--- src/rtl/lcd_pkg.sv ---
// Shared definitions for the HD44780-class LCD bus blocks.
// Holds control bit positions, default bus timing and the reader's state set.
package lcd_pkg;

    localparam int CTRL_E  = 2;
    localparam int CTRL_RW = 1;
    localparam int CTRL_RS = 0;
    localparam int BF_BIT  = 7;

    localparam int DEF_T_AS     = 3;
    localparam int DEF_T_EH     = 12;
    localparam int DEF_T_H      = 2;
    localparam int DEF_T_GAP    = 8;
    localparam int DEF_POLL_MAX = 1000;

    typedef enum logic [2:0] {
        RD_IDLE,
        RD_SETUP,
        RD_EHIGH,
        RD_HOLD,
        RD_GAP,
        RD_DONE
    } rd_state_t;

    // Bus control word {E, RW, RS} driven while the reader sits in a given state.
    function automatic logic [2:0] rd_ctrl(input rd_state_t st, input logic rs);
        logic [2:0] c;
        c = '0;
        case (st)
            RD_SETUP, RD_HOLD: begin
                c[CTRL_RW] = 1'b1;
                c[CTRL_RS] = rs;
            end
            RD_EHIGH: begin
                c[CTRL_E]  = 1'b1;
                c[CTRL_RW] = 1'b1;
                c[CTRL_RS] = rs;
            end
            default: ;
        endcase
        return c;
    endfunction

endpackage

--- src/rtl/lcd_phase_timer.sv ---
// Loadable 8-bit down-counter timing each bus phase.
// Loaded with (phase length - 1) on state entry; zero marks the last cycle of the phase.
module lcd_phase_timer (
    input  logic       CLK,
    input  logic       RST,
    input  logic       load,
    input  logic [7:0] load_val,
    output logic       zero
);

    logic [7:0] cnt;

    // NOTE: sequential state uses non-blocking assignments so every register
    // samples the pre-edge value of its inputs, independent of statement order.
    always_ff @(posedge CLK) begin
        if (RST) begin
            cnt <= 8'd0;
        end else if (load) begin
            cnt <= load_val;
        end else if (cnt != 8'd0) begin
            cnt <= cnt - 8'd1;
        end
    end

    assign zero = (cnt == 8'd0);

endmodule

--- src/rtl/lcd_reader.sv ---
// Timed read-cycle controller for the HD44780-class LCD bus: single busy-flag/address
// or data reads, plus busy-flag polling until the panel reports ready.
module lcd_reader
    import lcd_pkg::*;
#(
    parameter int T_AS     = DEF_T_AS,
    parameter int T_EH     = DEF_T_EH,
    parameter int T_H      = DEF_T_H,
    parameter int T_GAP    = DEF_T_GAP,
    parameter int POLL_MAX = DEF_POLL_MAX
) (
    input  logic       CLK,
    input  logic       RST,
    input  logic       req,
    input  logic       rs,
    input  logic       poll,
    input  logic [7:0] dIn,
    output logic [2:0] ctrl,
    output logic       busRead,
    output logic       busy,
    output logic [7:0] rdData,
    output logic       rdValid,
    output logic       timeout
);

    localparam logic [15:0] POLL_MAX_W = 16'(POLL_MAX);

    rd_state_t   state;
    rd_state_t   next_state;
    logic        rs_q;
    logic        poll_q;
    logic [15:0] poll_cnt;
    logic        phase_done;
    logic        timer_load;
    logic [7:0]  timer_val;
    logic        cur_rs;

    lcd_phase_timer u_timer (
        .CLK      (CLK),
        .RST      (RST),
        .load     (timer_load),
        .load_val (timer_val),
        .zero     (phase_done)
    );

    // NOTE: every variable written here gets a default first, so no path can
    // leave one unassigned and infer a latch.
    always_comb begin
        next_state = state;
        timer_val  = 8'd0;
        case (state)
            RD_IDLE:  if (req) next_state = RD_SETUP;
            RD_SETUP: if (phase_done) next_state = RD_EHIGH;
            RD_EHIGH: if (phase_done) next_state = RD_HOLD;
            RD_HOLD: begin
                if (phase_done) begin
                    if (poll_q && rdData[BF_BIT] && (poll_cnt < POLL_MAX_W))
                        next_state = RD_GAP;
                    else
                        next_state = RD_DONE;
                end
            end
            RD_GAP:   if (phase_done) next_state = RD_SETUP;
            RD_DONE:  next_state = RD_IDLE;
            default:  next_state = RD_IDLE;
        endcase

        case (next_state)
            RD_SETUP: timer_val = 8'(T_AS - 1);
            RD_EHIGH: timer_val = 8'(T_EH - 1);
            RD_HOLD:  timer_val = 8'(T_H - 1);
            RD_GAP:   timer_val = 8'(T_GAP - 1);
            default:  timer_val = 8'd0;
        endcase
    end

    assign timer_load = (next_state != state);
    // On the accepting edge rs_q is not yet loaded, so the first SETUP word uses the port.
    assign cur_rs     = (state == RD_IDLE) ? rs : rs_q;

    always_ff @(posedge CLK) begin
        state <= next_state;
        if (RST) state <= RD_IDLE;
    end

    // Outputs are registered from next_state so they line up with the state they describe.
    always_ff @(posedge CLK) begin
        if (RST) begin
            rs_q     <= 1'b0;
            poll_q   <= 1'b0;
            poll_cnt <= 16'd0;
            rdData   <= 8'h00;
            ctrl     <= 3'b000;
            busy     <= 1'b0;
            busRead  <= 1'b0;
            rdValid  <= 1'b0;
            timeout  <= 1'b0;
        end else begin
            if (state == RD_IDLE) begin
                rs_q     <= rs;
                poll_q   <= poll & ~rs;
                poll_cnt <= 16'd0;
            end
            if (state == RD_EHIGH && phase_done) begin
                rdData <= dIn;
                if (poll_cnt != 16'hFFFF) poll_cnt <= poll_cnt + 16'd1;
            end
            ctrl    <= rd_ctrl(next_state, cur_rs);
            busy    <= (next_state != RD_IDLE);
            busRead <= (next_state != RD_IDLE);
            rdValid <= (next_state == RD_DONE);
            timeout <= (next_state == RD_DONE) && poll_q && rdData[BF_BIT];
        end
    end

endmodule

--- config.mk ---
export PLATFORM = sky130hd
export DESIGN_NAME = lcd_reader
export DESIGN_NICKNAME = d
export VERILOG_FILES = /design/src/rtl/lcd_pkg.sv /design/src/rtl/lcd_phase_timer.sv /design/src/rtl/lcd_reader.sv
export SDC_FILE = /design/constraint.sdc
export NUM_CORES = 1
export LEC_CHECK = 0
export CAP_MARGIN = 25
export CELL_PAD_IN_SITES_DETAIL_PLACEMENT = 1
export CELL_PAD_IN_SITES_GLOBAL_PLACEMENT = 2
export CORE_ASPECT_RATIO = 0.6
export CORE_MARGIN = 2
export CORE_UTILIZATION = 33
export CTS_CLUSTER_SIZE = 25
export DETAILED_ROUTE_END_ITERATION = 8
export PLACE_DENSITY_LB_ADDON = 0.08
export SYNTH_ARGS = -nofsm -noshare
export SYNTH_HDL_FRONTEND = slang
export SYNTH_HIERARCHICAL = 1
export SYNTH_SLANG_ARGS = --single-unit
export TNS_END_PERCENT = 5
--- constraint.sdc ---
create_clock -name CLK -period 2.75 [get_ports CLK]
set_input_delay 0.275 -clock CLK [delete_from_list [all_inputs] [get_ports CLK]]
set_output_delay 0.275 -clock CLK [all_outputs]
set_load 0.05 [all_outputs]
* Word level (Yosys, flattened, before mapping)
Index checks and enable logic that the tools add are counted.
** Storage, ports and cells
- Register bits :: 43
- Bits of input ports :: 13
- Logic and storage cells :: 56
** Cells by class
- $add $sub $neg :: 2
- Order comparisons :: 1
- Eq/ne operators :: 11
- Mux-type cells :: 16
- Bitwise operators :: 3
- Reductions and logical operators :: 12
** Operators with widths (number)
- $mux 16 :: 3
- $add 16x1->16 const B :: 1
- $lt 16x10->1 const B :: 1
- $mux 8 :: 2
- $ne 16x16->1 const B :: 1
- $pmux 4 s4 :: 1
- $mux 3 :: 5
- $pmux 3 s5 :: 1
- $eq 3x2->1 const B :: 4
- $eq 3x3->1 const B :: 3
- $logic_not 8->1 :: 1
- $reduce_bool 8->1 :: 1
- $sub 8x1->8 const B :: 1
- $eq 3x1->1 const B :: 2
- $logic_and 1x1->1 :: 5
- $logic_not 3->1 :: 1
- $mux 1 :: 3
- $ne 3x3->1 :: 1
- $reduce_bool 3->1 :: 1
- $reduce_or 3->1 :: 1
- $mux 2 :: 1
- $not 1->1 :: 2
- $reduce_bool 2->1 :: 1
- $reduce_or 2->1 :: 1
- $and 1x1->1 :: 1

* Logic depth before layout (Yosys ltp)
Gate-level depths: netlist of the first run.
- Depth in word-level cells :: 9
- Depth in mapped cells :: 12
- Depth with buffers taken out :: 10

* Hierarchy
Netlist of the first run, hierarchy kept.
** By module, submodules not included
- lcd_reader :: times used 1, cells an instance 218, area an instance 1741.7 um^2, sequential area each 700.7 um^2
- lcd_phase_timer :: times used 1, cells an instance 53, area an instance 475.5 um^2, sequential area each 160.2 um^2

* Worst setup path before layout of the first run
No wires, ideal clock.
- Path kind :: register to register
- From :: register u_timer.cnt[3]
- To :: register poll_cnt[9]
- Setup time :: 70 ps
- Arrival time :: 2340 ps
- Data required time :: 2680 ps
- Path slack :: 340 ps
- Cell stages (with the launch flop) :: 12
- Path buffers :: 4
- Clock period less this slack :: 2410 ps
- Cell sequence :: dfxtp_1 nor4_4 and4bb_1 buf_6 buf_2 nand2_1 or3_1 clkbuf_1 clkbuf_1 a211oi_1 o21ai_1 a21oi_1
** On the way
- Cells in the longest elaborated chain, start to end :: 3
** RTL lines
- start, declared :: line lcd_phase_timer.sv:11 : logic [7:0] cnt;
- start signal, assigned :: line lcd_phase_timer.sv:19 : cnt <= load_val;
- start signal, assigned :: line lcd_phase_timer.sv:21 : cnt <= cnt - 8'd1;
- $logic_not 8->1 :: line lcd_phase_timer.sv:25 : assign zero = (cnt == 8'd0);
- named net phase_done :: line lcd_reader.sv:33 : logic phase_done;
- $logic_and 1x1->1 :: line lcd_reader.sv:104 : if (state == RD_EHIGH && phase_done) begin
- $mux 16 :: line lcd_reader.sv:104
- end signal, assigned :: line lcd_reader.sv:106 : if (poll_cnt != 16'hFFFF) poll_cnt <= poll_cnt + 16'd1;
- end, declared :: line lcd_reader.sv:32 : logic [15:0] poll_cnt;
The timed path passes the listed nets, and every way through them passes these cells.
A chain may end at the register's enable or synchronous reset.

* Final worst setup path of the first run
- From :: register poll_cnt[11]
- To :: register u_timer.cnt[4]
** On the way
- Cells in the longest elaborated chain, start to end :: 7
** RTL lines
- $lt 16x10->1 * :: line lcd_reader.sv:57 : if (poll_q && rdData[BF_BIT] && (poll_cnt < POLL_MAX_W))
- $logic_and 1x1->1 * :: line lcd_reader.sv:57
- $mux 1 * :: line lcd_reader.sv:57
- $mux 3 * :: line lcd_reader.sv:56 : if (phase_done) begin
- $pmux 3 s5 * :: line lcd_reader.sv:51 : case (state)
- $ne 3x3->1 * :: line lcd_reader.sv:77 : assign timer_load = (next_state != state);
- named net timer_load :: line lcd_reader.sv:34 : logic timer_load;
- $mux 8 / $reduce_bool 2->1 (equally long branches)
The timed path passes the listed nets; every way through them passes the cells marked *.

==> flow_summary.toml, run 1 <==
[outcome]
outcome = "completed"

[floorplanning]
die_height_um = 67.5
io-pin-count = 28
die_x_um = 110
die_area_mm2 = 0.00741
core_area_mm2 = 0.00659
rows = 23
initial_utilization_pct = 33.6

[min_path]
hold_class = "flop to flop"

[yosys]
synth_area_leader_cell = "dfxtp_1"
synth_cell_type_count = 52
synth_cells = 271
synth.top_cells.by_area = "dfxtp_1, a21oi_1, nand2_1, nor3_1, nor2_1"
synth-seq-area-share_pct = 38.8
ys_ff_latch = 43
netlist_area_mm2 = 0.00222
synth_area_per_cell_um2 = 8.18
synth_warnings = 6
synth_top_area_share_pct = 38.8

[power]
ir_drop_mv = 0.306
p_per_area_mw_per_mm2 = 830
design_power_total_mw = 2.29
p_clk_share_pct = 23.0
p_sw_mw = 0.904
p_int_mw = 1.39
p_sw_share_pct = 39.4
seqPwrFrac_pct = 34.6
comb_power_share_pct = 42.4
leakage_nw = 0.948

[global_routing]
antenna_found_initial = 0
grt_pass1_wl_mm = 11.2
grt_pass1_vias = 2035
grt_max_degree = 21
grt.total_usage_pct = 20.3
grt_overflow_total = 0

[routing]
dr.pass1.iters = 4
antenna_left = 0
met1_length_mm = 3.67
wl_met3_um = 433
top_layer_used = "met4"
wl_per_cell_um = 17.3
vias = 2166
drc = 0
viasPerCell = 5.50
drt_iter0_markers = 88
drt_wl_total_mm = 6.82
wl_met2_mm = 2.65

[clock_network]
root_buffer = "clkbuf_8"
clockBufferDepth = 2
clock_latency_ns = 0.31
htree_levels = 2
cts_tree = "yes"
cts.sink_count = 43
cts-buffers-inserted = 5
clkTransAtPathRegs_ns = 0.09

[finish]
drive_gt1_share_pct = 11.7
syn2layout_area_growth_pct = 24.5
final_util_pct = 41.9
n_fill_cell = 802
nets = 321
antenna_cells = 0
final_area_mm2 = 0.00276

[timing]
hold_violations = 0
skew_ns = 0.00829
fmax_mhz = 393
worst_pin_slew_ns = 0.670
hold_slack_ns = 0.458
finalSetupViolations = 0
min_period_ns = 2.55
max_slew_margin_pct = 55.3
min_period_over_period_pct = 92.6
maxSlewViolCount = 0

[place]
place_area_mm2 = 0.00263
io_buffer_count = 27
gp_congestion = 0.842
dpl.hpwl_mm = 5.05

[worst_setup_path]
path_class = "flop to flop"
endpoint_kind = "flop"
cp_cell_sequence = "or4b_1 -> nor3_1 -> o21ai_2 -> a2111oi_4 -> nor2_1 -> or2_2 -> o32ai_1"
crit_buf_inv = 0
start_kind = "flop"
worstPathArrival_ns = 2.77
path_delay_family = "simple AND/OR/NAND/NOR gates"
crit_fanout = 5
slowest_delay_ns = 0.52
cp_slowest_cell = "or4b_1"
cp_data_required_time_ns = 2.97

[run]
maxCapViolations = 0
-- power groups by stage --
stage / logic [mW] / registers (mW) / clock network, mW
2_1_floorplan: 0.657 / 0.834 / 0
3_3_place_gp: 0.944 / 0.802 / 0
3_5_place_dp: 0.957 / 0.808 / 0
4_1_cts: 0.965 / 0.793 / 0.538
5_1_grt: 1.08 / 0.805 / 0.561
6_report: 0.972 / 0.793 / 0.529
-- cells in the final DEF (no fill, tap or decap), types with 2 or more instances in the layout --
| cell type | instances |
|---|---|
| and3_1 | 2 |
| o21ai_0 | 3 |
| and2_1 | 2 |
| or4b_1 | 2 |
| o32ai_1 | 5 |
| or4_4 | 2 |
| nand2_1 | 39 |
| nand3b_1 | 6 |
| o21a_1 | 3 |
| nor2_1 | 15 |
| buf_4 | 15 |
| nor3b_1 | 3 |
| and4_1 | 2 |
| xnor2_1 | 5 |
| nand4_1 | 5 |
| nor2b_1 | 2 |
| a21oi_1 | 31 |
| a211oi_1 | 2 |
| o21ai_1 | 10 |
| o211ai_1 | 2 |
| mux2i_1 | 2 |
| ha_1 | 2 |
| dfxtp_1 | 43 |
| a21oi_2 | 2 |
| nand3_1 | 7 |
| inv_1 | 6 |
| or3_1 | 6 |
| clkbuf_8 | 6 |
| a311oi_1 | 4 |
| clkdlybuf4s50_1 | 27 |
| nor3_1 | 19 |
| nor4_4 | 2 |
| conb_1 | 4 |
-- per-layer routing --
layer	global-route usage, %	up-vias
li1	-	1056
met1	32.6	1044
met2	26.3	58
met3	4.15	8
met4	5.54	0
met5	0	-
-- final timing paths --
check                    start        endpoint  slack (ns)  depth (start not counted)
setup reg to reg  poll_cnt[11]  u_timer/cnt[4]        0.20                          7
hold reg to reg      rdData[5]       rdData[5]        0.46                          2
setup / recovery  poll_cnt[11]  u_timer/cnt[4]        0.20                          7
hold / removal       rdData[5]       rdData[5]        0.46                          2
-- stage by stage --
step                setup slack (ns)  std cells  setup TNS (ns)
floorplan                      0.340        274               0
global placement               0.203        385               0
detailed placement             0.129        385               0
CTS                            0.113        393               0
global route               -0.000806        394       -0.000806
finish                         0.203        394               0
-- repair_timing --
action	CTS	global route
hold buffers	0	0
setup buffers	0	1
endpoints found under the setup margin	0	12
gates resized for setup	0	2
hold endpoints to repair	0	0
-- cell type report --
cell class | instances | area (um2) | share of cell area, %
Clock buffer | 6 | 82.6 | 2.99
Tap cell | 87 | 109 | 3.94
Inverter | 6 | 22.5 | 0.816
Sequential cell | 43 | 861 | 31.2
Clock inverter | 2 | 35.0 | 1.27
Timing Repair Buffer | 42 | 383 | 13.9
Multi-Input combinational cell | 208 | 1270 | 45.9
-- worst register-to-register path, cell delays in order, from the launching register on --
cell       delay [ns]
dfxtp_1          0.37
or4b_1           0.52
nor3_1           0.20
o21ai_2          0.16
a2111oi_4        0.39
nor2_1           0.18
or2_2            0.37
o32ai_1          0.27
-- synth_stat cells (all sizes together) --
cell type / n
o211ai: 3
and3: 2
clkbuf: 10
o21a: 3
nor3: 20
or3: 7
a21o: 1
or2: 1
nand4b: 1
nand4: 6
nor3b: 3
conb: 1
ha: 2
buf: 7
o21ai: 14
nor2b: 2
nand3: 7
nor2: 15
or4: 3
a41oi: 1
or4b: 2
and4b: 1
o32ai: 5
a22oi: 1
and4: 2
mux2i: 2
nand2: 39
a21boi: 1
xor2: 1
xnor2: 5
a211oi: 2
nor4: 3
nand3b: 6
a2111oi: 1
nand2b: 1
and4bb: 1
inv: 6
and2: 2
o22ai: 1
dfxtp: 43
a21oi: 33
a311oi: 4
-- kinds of logic after synthesis --
| kind of cell | share of synthesized area (%) |
|---|---|
| multiplexers | 0.903 |
| AND/OR/NAND/NOR | 31.4 |
| XOR/XNOR | 2.37 |
| buffers and inverters | 4.85 |
| other | 0.169 |
| adder cells (fa/ha/maj) | 1.13 |
| AO/OA/AOI/OAI | 20.4 |
| flip-flops | 38.8 |
-- registers in the layout, summed over array words and instances (netlist names) --
| signal | cells |
|---|---|
| ctrl | 3 |
| state | 3 |
| u_timer/cnt | 8 |
| timeout | 1 |
| rdValid | 1 |
| busy | 1 |
| poll_q | 1 |
| rs_q | 1 |
| rdData | 8 |
| poll_cnt | 16 |
Power figures use the tool's default switching activity.
==> run 2, diff against run 1 <==
--- a/config.mk
+++ b/config.mk
@@ -5,12 +5,12 @@
 export SDC_FILE = /design/constraint.sdc
 export NUM_CORES = 1
 export LEC_CHECK = 0
-export CAP_MARGIN = 25
 export CELL_PAD_IN_SITES_DETAIL_PLACEMENT = 1
 export CELL_PAD_IN_SITES_GLOBAL_PLACEMENT = 2
 export CORE_ASPECT_RATIO = 0.6
 export CORE_MARGIN = 2
 export CORE_UTILIZATION = 33
+export CTS_CLUSTER_DIAMETER = 100
 export CTS_CLUSTER_SIZE = 25
 export DETAILED_ROUTE_END_ITERATION = 8
 export PLACE_DENSITY_LB_ADDON = 0.08
==> results of run 2 <==
Same layout as run 1: the final DEF is identical, and so are final timing and power.
